==> config.mk <==
export PLATFORM = sky130hd
export DESIGN_NAME = data_mem_if
export DESIGN_NICKNAME = d
export VERILOG_FILES = /design/src/rtl/mem_if_pkg.sv /design/src/rtl/load_formatter.sv /design/src/rtl/data_mem_if.sv
export SDC_FILE = /design/constraint.sdc
export NUM_CORES = 1
export LEC_CHECK = 0
export BUFFER_PORTS_ARGS = -buffer_cell sky130_fd_sc_hd__clkbuf_2
export CAP_MARGIN = 10
export CORE_MARGIN = 8
export CORE_UTILIZATION = 45
export CTS_CLUSTER_DIAMETER = 80
export DETAILED_ROUTE_END_ITERATION = 8
export GPL_ROUTABILITY_DRIVEN = 0
export GPL_TIMING_DRIVEN = 1
export PLACE_DENSITY = 0.75
export SLEW_MARGIN = 25
export SYNTH_ARGS = -nofsm -noshare
export SYNTH_HDL_FRONTEND = slang
export SYNTH_SLANG_ARGS = --single-unit
==> constraint.sdc <==
create_clock -name clk -period 2.05 [get_ports clk]
set_input_delay 0.3075 -clock clk [delete_from_list [all_inputs] [get_ports clk]]
set_output_delay 0.3075 -clock clk [all_outputs]
set_load 0.01 [all_outputs]
==> src/rtl/mem_if_pkg.sv <==
// rtl/mem_if_pkg.sv - shared types and constants for the memory-stage data-bus adapter
// Contents: funct3 load/store encodings, 2-bit FSM state encoding, byte-enable
// patterns, and helpers that classify access size and alignment.
package mem_if_pkg;

  localparam logic [2:0] F3_LB  = 3'b000;
  localparam logic [2:0] F3_LH  = 3'b001;
  localparam logic [2:0] F3_LW  = 3'b010;
  localparam logic [2:0] F3_LBU = 3'b100;
  localparam logic [2:0] F3_LHU = 3'b101;

  typedef enum logic [1:0] {
    ST_IDLE = 2'd0,
    ST_BUSY = 2'd1,
    ST_DONE = 2'd2
  } state_t;

  typedef enum logic [1:0] {
    SZ_BYTE = 2'd0,
    SZ_HALF = 2'd1,
    SZ_WORD = 2'd2
  } size_t;

  localparam logic [3:0] SEL_BYTE = 4'b0001;
  localparam logic [3:0] SEL_HALF = 4'b0011;
  localparam logic [3:0] SEL_WORD = 4'b1111;

  // Unlisted funct3 codes fall through to word accesses.
  function automatic size_t f3_size(input logic [2:0] f3);
    case (f3)
      F3_LB, F3_LBU: f3_size = SZ_BYTE;
      F3_LH, F3_LHU: f3_size = SZ_HALF;
      default:       f3_size = SZ_WORD;
    endcase
  endfunction

  function automatic logic is_misaligned(input size_t sz, input logic [1:0] off);
    case (sz)
      SZ_HALF: is_misaligned = off[0];
      SZ_WORD: is_misaligned = (off != 2'b00);
      default: is_misaligned = 1'b0;
    endcase
  endfunction

endpackage

==> src/rtl/load_formatter.sv <==
// rtl/load_formatter.sv - lane select and sign/zero extension of a loaded bus word
// Ports: rdata_i (raw bus word), offset_i (byte offset within word),
//        funct3_i (load size/sign), data_o (extended 32-bit result).
module load_formatter
  import mem_if_pkg::*;
(
  input  logic [31:0] rdata_i,
  input  logic [1:0]  offset_i,
  input  logic [2:0]  funct3_i,
  output logic [31:0] data_o
);

  logic [7:0]  byte_lane;
  logic [15:0] half_lane;

  always_comb begin
    byte_lane = rdata_i[7:0];
    case (offset_i)
      2'd0: byte_lane = rdata_i[7:0];
      2'd1: byte_lane = rdata_i[15:8];
      2'd2: byte_lane = rdata_i[23:16];
      2'd3: byte_lane = rdata_i[31:24];
      default: byte_lane = rdata_i[7:0];
    endcase
  end

  // Halves are always aligned here, so only offset bit 1 picks the lane.
  assign half_lane = offset_i[1] ? rdata_i[31:16] : rdata_i[15:0];

  always_comb begin
    data_o = rdata_i;
    case (funct3_i)
      F3_LB:   data_o = {{24{byte_lane[7]}}, byte_lane};
      F3_LBU:  data_o = {24'h0, byte_lane};
      F3_LH:   data_o = {{16{half_lane[15]}}, half_lane};
      F3_LHU:  data_o = {16'h0, half_lane};
      default: data_o = rdata_i;
    endcase
  end

endmodule

==> src/rtl/data_mem_if.sv <==
// rtl/data_mem_if.sv - MEM-stage adapter running single-outstanding req/ack data-bus cycles
// Ports: clk/rst; datapath request (i_mem_read_M, i_mem_write_M, i_addr_M,
//        i_write_data_M, i_funct3_MEM); o_read_data_M load result; o_stall_mem
//        hazard hold; o_misaligned / o_bus_fault status pulses; bus master side
//        o_bus_cyc/we/addr/wdata/sel with i_bus_ack/i_bus_rdata returns.
module data_mem_if
  import mem_if_pkg::*;
#(
  parameter int DATA_WIDTH     = 32,
  parameter int TIMEOUT_CYCLES = 255
) (
  input  logic                  clk,
  input  logic                  rst,
  input  logic                  i_mem_read_M,
  input  logic                  i_mem_write_M,
  input  logic [DATA_WIDTH-1:0] i_addr_M,
  input  logic [DATA_WIDTH-1:0] i_write_data_M,
  input  logic [2:0]            i_funct3_MEM,
  output logic [DATA_WIDTH-1:0] o_read_data_M,
  output logic                  o_stall_mem,
  output logic                  o_misaligned,
  output logic                  o_bus_fault,
  output logic                  o_bus_cyc,
  output logic                  o_bus_we,
  output logic [DATA_WIDTH-1:0] o_bus_addr,
  output logic [DATA_WIDTH-1:0] o_bus_wdata,
  output logic [3:0]            o_bus_sel,
  input  logic                  i_bus_ack,
  input  logic [DATA_WIDTH-1:0] i_bus_rdata
);

  localparam logic [7:0] TIMEOUT_LAST = 8'(TIMEOUT_CYCLES - 1);

  state_t                state_q, state_d;
  logic [7:0]            cnt_q;
  logic                  cyc_q, we_q, misaligned_q, fault_q;
  logic [DATA_WIDTH-1:0] addr_q, wdata_q, rdata_q;
  logic [3:0]            sel_q;
  logic [2:0]            f3_q;
  logic [1:0]            off_q;

  logic                  req, misaligned, timeout;
  size_t                 req_size;
  logic [3:0]            req_sel;
  logic [DATA_WIDTH-1:0] req_wdata;
  logic [31:0]           fmt_data;

  assign req        = i_mem_read_M | i_mem_write_M;
  assign req_size   = f3_size(i_funct3_MEM);
  assign misaligned = is_misaligned(req_size, i_addr_M[1:0]);
  // Ack is checked first wherever this is used, so ack wins a tie.
  assign timeout    = (cnt_q == TIMEOUT_LAST);

  always_comb begin
    req_sel   = SEL_WORD;
    req_wdata = i_write_data_M;
    case (req_size)
      SZ_BYTE: begin
        req_sel   = SEL_BYTE << i_addr_M[1:0];
        req_wdata = {4{i_write_data_M[7:0]}};
      end
      SZ_HALF: begin
        req_sel   = SEL_HALF << i_addr_M[1:0];
        req_wdata = {2{i_write_data_M[15:0]}};
      end
      default: begin
        req_sel   = SEL_WORD;
        req_wdata = i_write_data_M;
      end
    endcase
  end

  load_formatter u_load_formatter (
    .rdata_i  (i_bus_rdata),
    .offset_i (off_q),
    .funct3_i (f3_q),
    .data_o   (fmt_data)
  );

  // State register
  always_ff @(posedge clk) begin
    if (rst) begin
      state_q <= ST_IDLE;
    end else begin
      state_q <= state_d;
    end
  end

  // Next-state logic
  always_comb begin
    state_d = state_q;
    case (state_q)
      ST_IDLE: if (req && !misaligned) state_d = ST_BUSY;
      ST_BUSY: if (i_bus_ack || timeout) state_d = ST_DONE;
      ST_DONE: state_d = ST_IDLE;
      default: state_d = ST_IDLE;
    endcase
  end

  // Output logic: the stall must assert in the request cycle itself so the
  // pipeline never advances past an access that is about to go on the bus.
  always_comb begin
    o_stall_mem = 1'b0;
    if (!rst) begin
      case (state_q)
        ST_IDLE: o_stall_mem = req && !misaligned;
        ST_BUSY: o_stall_mem = 1'b1;
        default: o_stall_mem = 1'b0;
      endcase
    end
  end

  // Request latch, bus registers, timeout counter and status pulses
  always_ff @(posedge clk) begin
    if (rst) begin
      cnt_q        <= '0;
      cyc_q        <= 1'b0;
      we_q         <= 1'b0;
      addr_q       <= '0;
      wdata_q      <= '0;
      sel_q        <= '0;
      f3_q         <= '0;
      off_q        <= '0;
      rdata_q      <= '0;
      misaligned_q <= 1'b0;
      fault_q      <= 1'b0;
    end else begin
      misaligned_q <= 1'b0;
      fault_q      <= 1'b0;
      case (state_q)
        ST_IDLE: begin
          if (req) begin
            if (misaligned) begin
              misaligned_q <= 1'b1;
              rdata_q      <= '0;
            end else begin
              cyc_q   <= 1'b1;
              we_q    <= i_mem_write_M;
              addr_q  <= {i_addr_M[DATA_WIDTH-1:2], 2'b00};
              wdata_q <= req_wdata;
              sel_q   <= req_sel;
              f3_q    <= i_funct3_MEM;
              off_q   <= i_addr_M[1:0];
              cnt_q   <= '0;
            end
          end
        end
        ST_BUSY: begin
          if (i_bus_ack) begin
            cyc_q <= 1'b0;
            if (!we_q) rdata_q <= fmt_data;
          end else if (timeout) begin
            cyc_q   <= 1'b0;
            fault_q <= 1'b1;
            rdata_q <= '0;
          end else begin
            cnt_q <= cnt_q + 8'd1;
          end
        end
        default: ;
      endcase
    end
  end

  assign o_read_data_M = rdata_q;
  assign o_misaligned  = misaligned_q;
  assign o_bus_fault   = fault_q;
  assign o_bus_cyc     = cyc_q;
  assign o_bus_we      = we_q;
  assign o_bus_addr    = addr_q;
  assign o_bus_wdata   = wdata_q;
  assign o_bus_sel     = sel_q;

endmodule

==> flow_summary.toml <==
[placed_design]
place_ws_ns = -0.00333
placed_area_um2 = 6510
place_hpwl_um = 12200
dp.cells = 956
io_buffers = 206

[run_status]
run_status = "finished, final reports clean"

[hold_path]
worstHoldEndpoint = "o_bus_addr[19]"
worstHoldPathType = "primary input to flop"
hold_depth = 3
hold_start = "i_addr_M[19]"

[clocking]
cts.sinks = 117
clk_pin_slew_worst_paths_ns = 0.05
clock_latency_ns = 0.41
numCtsBuffers = 17
cts_max_level = 4
cts_root_buf = "clkbuf_16"
cts_resized = 0
clockBufferDepth = 2
cts_setup_buffers = 0
cts_tree = "done"
ctsHoldBuffers = 0

[sta]
clock_skew_ns = 0.00593
layout_setup_ws_ns = 0.190
whs_ns = 0.110
drv_slew = 0
worst_pin_slew_ns = 0.698
timing.final.crit_share = 0.907
relSlewSlack = 0.535
finalCriticalPeriod_ns = 1.86
rsz0062_at_grt = "no"
hold_violations = 0
setup_violations = 0
timing.fmax_mhz = 538

[worst_setup_path]
ff2ff_path_depth = 5
worst_setup_path_start_kind = "flop"
arrival_ns = 2.18
cp_slowest_cell = "a21oi_1"
r2r_start = "off_q[0]"
reg2reg_to = "o_read_data_M[2]"
slowest_delay_ns = 0.47
path_class = "flop to flop"
crit_fanout = 11
r2r_slack_ns = 0.19
crit_chain = "buf_4 -> nand2b_1 -> a21oi_1 -> o21ai_0 -> o31ai_1"
end_kind = "flop"
required_ns = 2.37

[finish]
mostFrequentLayoutCell = "clkbuf_2"
drive_gt1_frac = 0.329
layout_common_cells = "205 x clkbuf_2, 132 x nand2_1, 117 x dfxtp_1, 70 x a21oi_1, 44 x nor2_1"
stdcell_area_um2 = 7140
area_delta_synth_final_pct = 33.7
antenna_cells = 0
nNetsFinal = 938
fin_cells = 988

[synth]
ys_seq_area_frac = 0.439
ys_types = 56
synth_cells = 636
ys.flop_type = "dfxtp_1"
syn_area_um2 = 5340
synth_edf_count = 0
yosys_warnings = 0
synth.avg_cell_area_um2 = 8.40
async_flop_share = 0
ys_seq_elements = 117

[detailed_routing]
wl_um = 16500
viasPerCell = 5.51
drtAntennaViolNets = 0
drc = 0
dr.pass1.iters = 5
drtIter0Drc = 457
vias = 5445
wl_per_cell_um = 16.7

[grt]
grt.busiest_layer = "met2"
grt_use_total = 0.208
met1_usage = 0.231
grt_use_met2 = 0.353
antenna_found_initial = 0
grt_overflow = 0
met3_usage = 0.0799
grt_pass1_wl_um = 27000
grt_pass1_vias = 5477
grt_max_degree = 69

[floorplanning]
start_util = 0.464
fp.dieW_um = 125
io_pins = 209
core-area_um2 = 11500
row_count = 39
die_area_um2 = 15600
die_y_um = 125

[power]
p_per_area_nw_per_um2 = 937
vdd_drop_max_mv = 0.561
p_leak_nw = 3.26

[flow_run]
max-cap-violations = 0
## through the flow
stage                     power, mW  setup TNS, ns  utilization
final                          6.70              0        0.620
after global placement         3.60              0        0.566
after global routing           6.98              0        0.620
after floorplan                3.19              0            -
after CTS                      6.74              0        0.620
after detailed placement       3.63       -0.00333        0.566
## power by group
group	total, mW	internal (mW)	switching (mW)
registers	2.52	2.43	0.0896
logic	1.07	0.444	0.628
clock network	3.11	2.05	1.06
## sequential cells by signal (all words and copies together) (netlist names), 2 cells and up
name,cells
off_q,2
state_q,2
o_bus_wdata,32
o_bus_addr,30
f3_q,3
o_read_data_M,32
o_bus_sel,4
cnt_q,8
## cell families after synthesis
kind of cell             synth area share
AO/OA/AOI/OAI                       0.253
XOR/XNOR                          0.00820
adder cells (fa/ha/maj)           0.00468
buffers and inverters              0.0557
flip-flops                          0.439
multiplexers                       0.0424
other                            0.000702
AND/OR/NAND/NOR                     0.196
## synthesized netlist by cell type (all sizes together), types with 2 or more instances
master | number | share of area
nand2 | 132 | 0.093
dfxtp | 117 | 0.44
a21oi | 71 | 0.067
nor2 | 45 | 0.032
buf | 31 | 0.035
o21ai | 27 | 0.026
clkbuf | 22 | 0.015
mux2i | 17 | 0.032
a21o | 16 | 0.022
a22o | 16 | 0.026
a211oi | 11 | 0.016
nor2b | 10 | 0.012
o211ai | 10 | 0.014
o31ai | 9 | 0.013
a221o | 8 | 0.015
a311oi | 8 | 0.013
and3 | 8 | 0.0094
a211o | 7 | 0.011
and3b | 7 | 0.011
inv | 7 | 0.0049
nand2b | 7 | 0.0082
nor3 | 7 | 0.0066
xor2 | 4 | 0.0066
mux2 | 3 | 0.0063
nand3 | 3 | 0.0028
and2 | 2 | 0.0023
ha | 2 | 0.0047
nand4 | 2 | 0.0035
nor4b | 2 | 0.0033
o2111ai | 2 | 0.0033
o211a | 2 | 0.0037
o21ba | 2 | 0.0037
o22ai | 2 | 0.0023
or2 | 2 | 0.0023
or4 | 2 | 0.0028
## area by class of cell
| type | count | area, um^2 |
|---|---|---|
| Inverter | 7 | 26.3 |
| Sequential cell | 117 | 2340 |
| Clock inverter | 14 | 184 |
| Tap cell | 143 | 179 |
| Multi-Input combinational cell | 460 | 2720 |
| Timing Repair Buffer | 229 | 1250 |
| Fill cell | 991 | 4370 |
| Clock buffer | 18 | 439 |
## critical path: cells and delay by family (launching register included)
| kind | cells | cell delay (ns) |
|---|---|---|
| compound gates | 3 | 0.89 |
| flops | 1 | 0.42 |
| simple gates | 1 | 0.25 |
| buf+inv | 1 | 0.21 |
## metal layers
layer,wire [um],vias to the layer above
met3,1480,35
met2,7860,243
li1,-,2641
met1,6800,2526
met5,0,-
met4,401,0
## worst max path at each step
stage	endpoint	cells past startpoint	startpoint	slack (ns)
after floorplan	o_read_data_M[12]	8	cnt_q[0]	0.25
after global placement	o_read_data_M[30]	5	rst	0.07
after detailed placement	o_read_data_M[30]	5	rst	-0.003
after CTS	o_read_data_M[30]	4	off_q[1]	0.03
after global routing	o_read_data_M[2]	5	off_q[0]	0.05
final	o_read_data_M[2]	5	off_q[0]	0.19
Note: power is estimated with default switching activity, not from simulation.
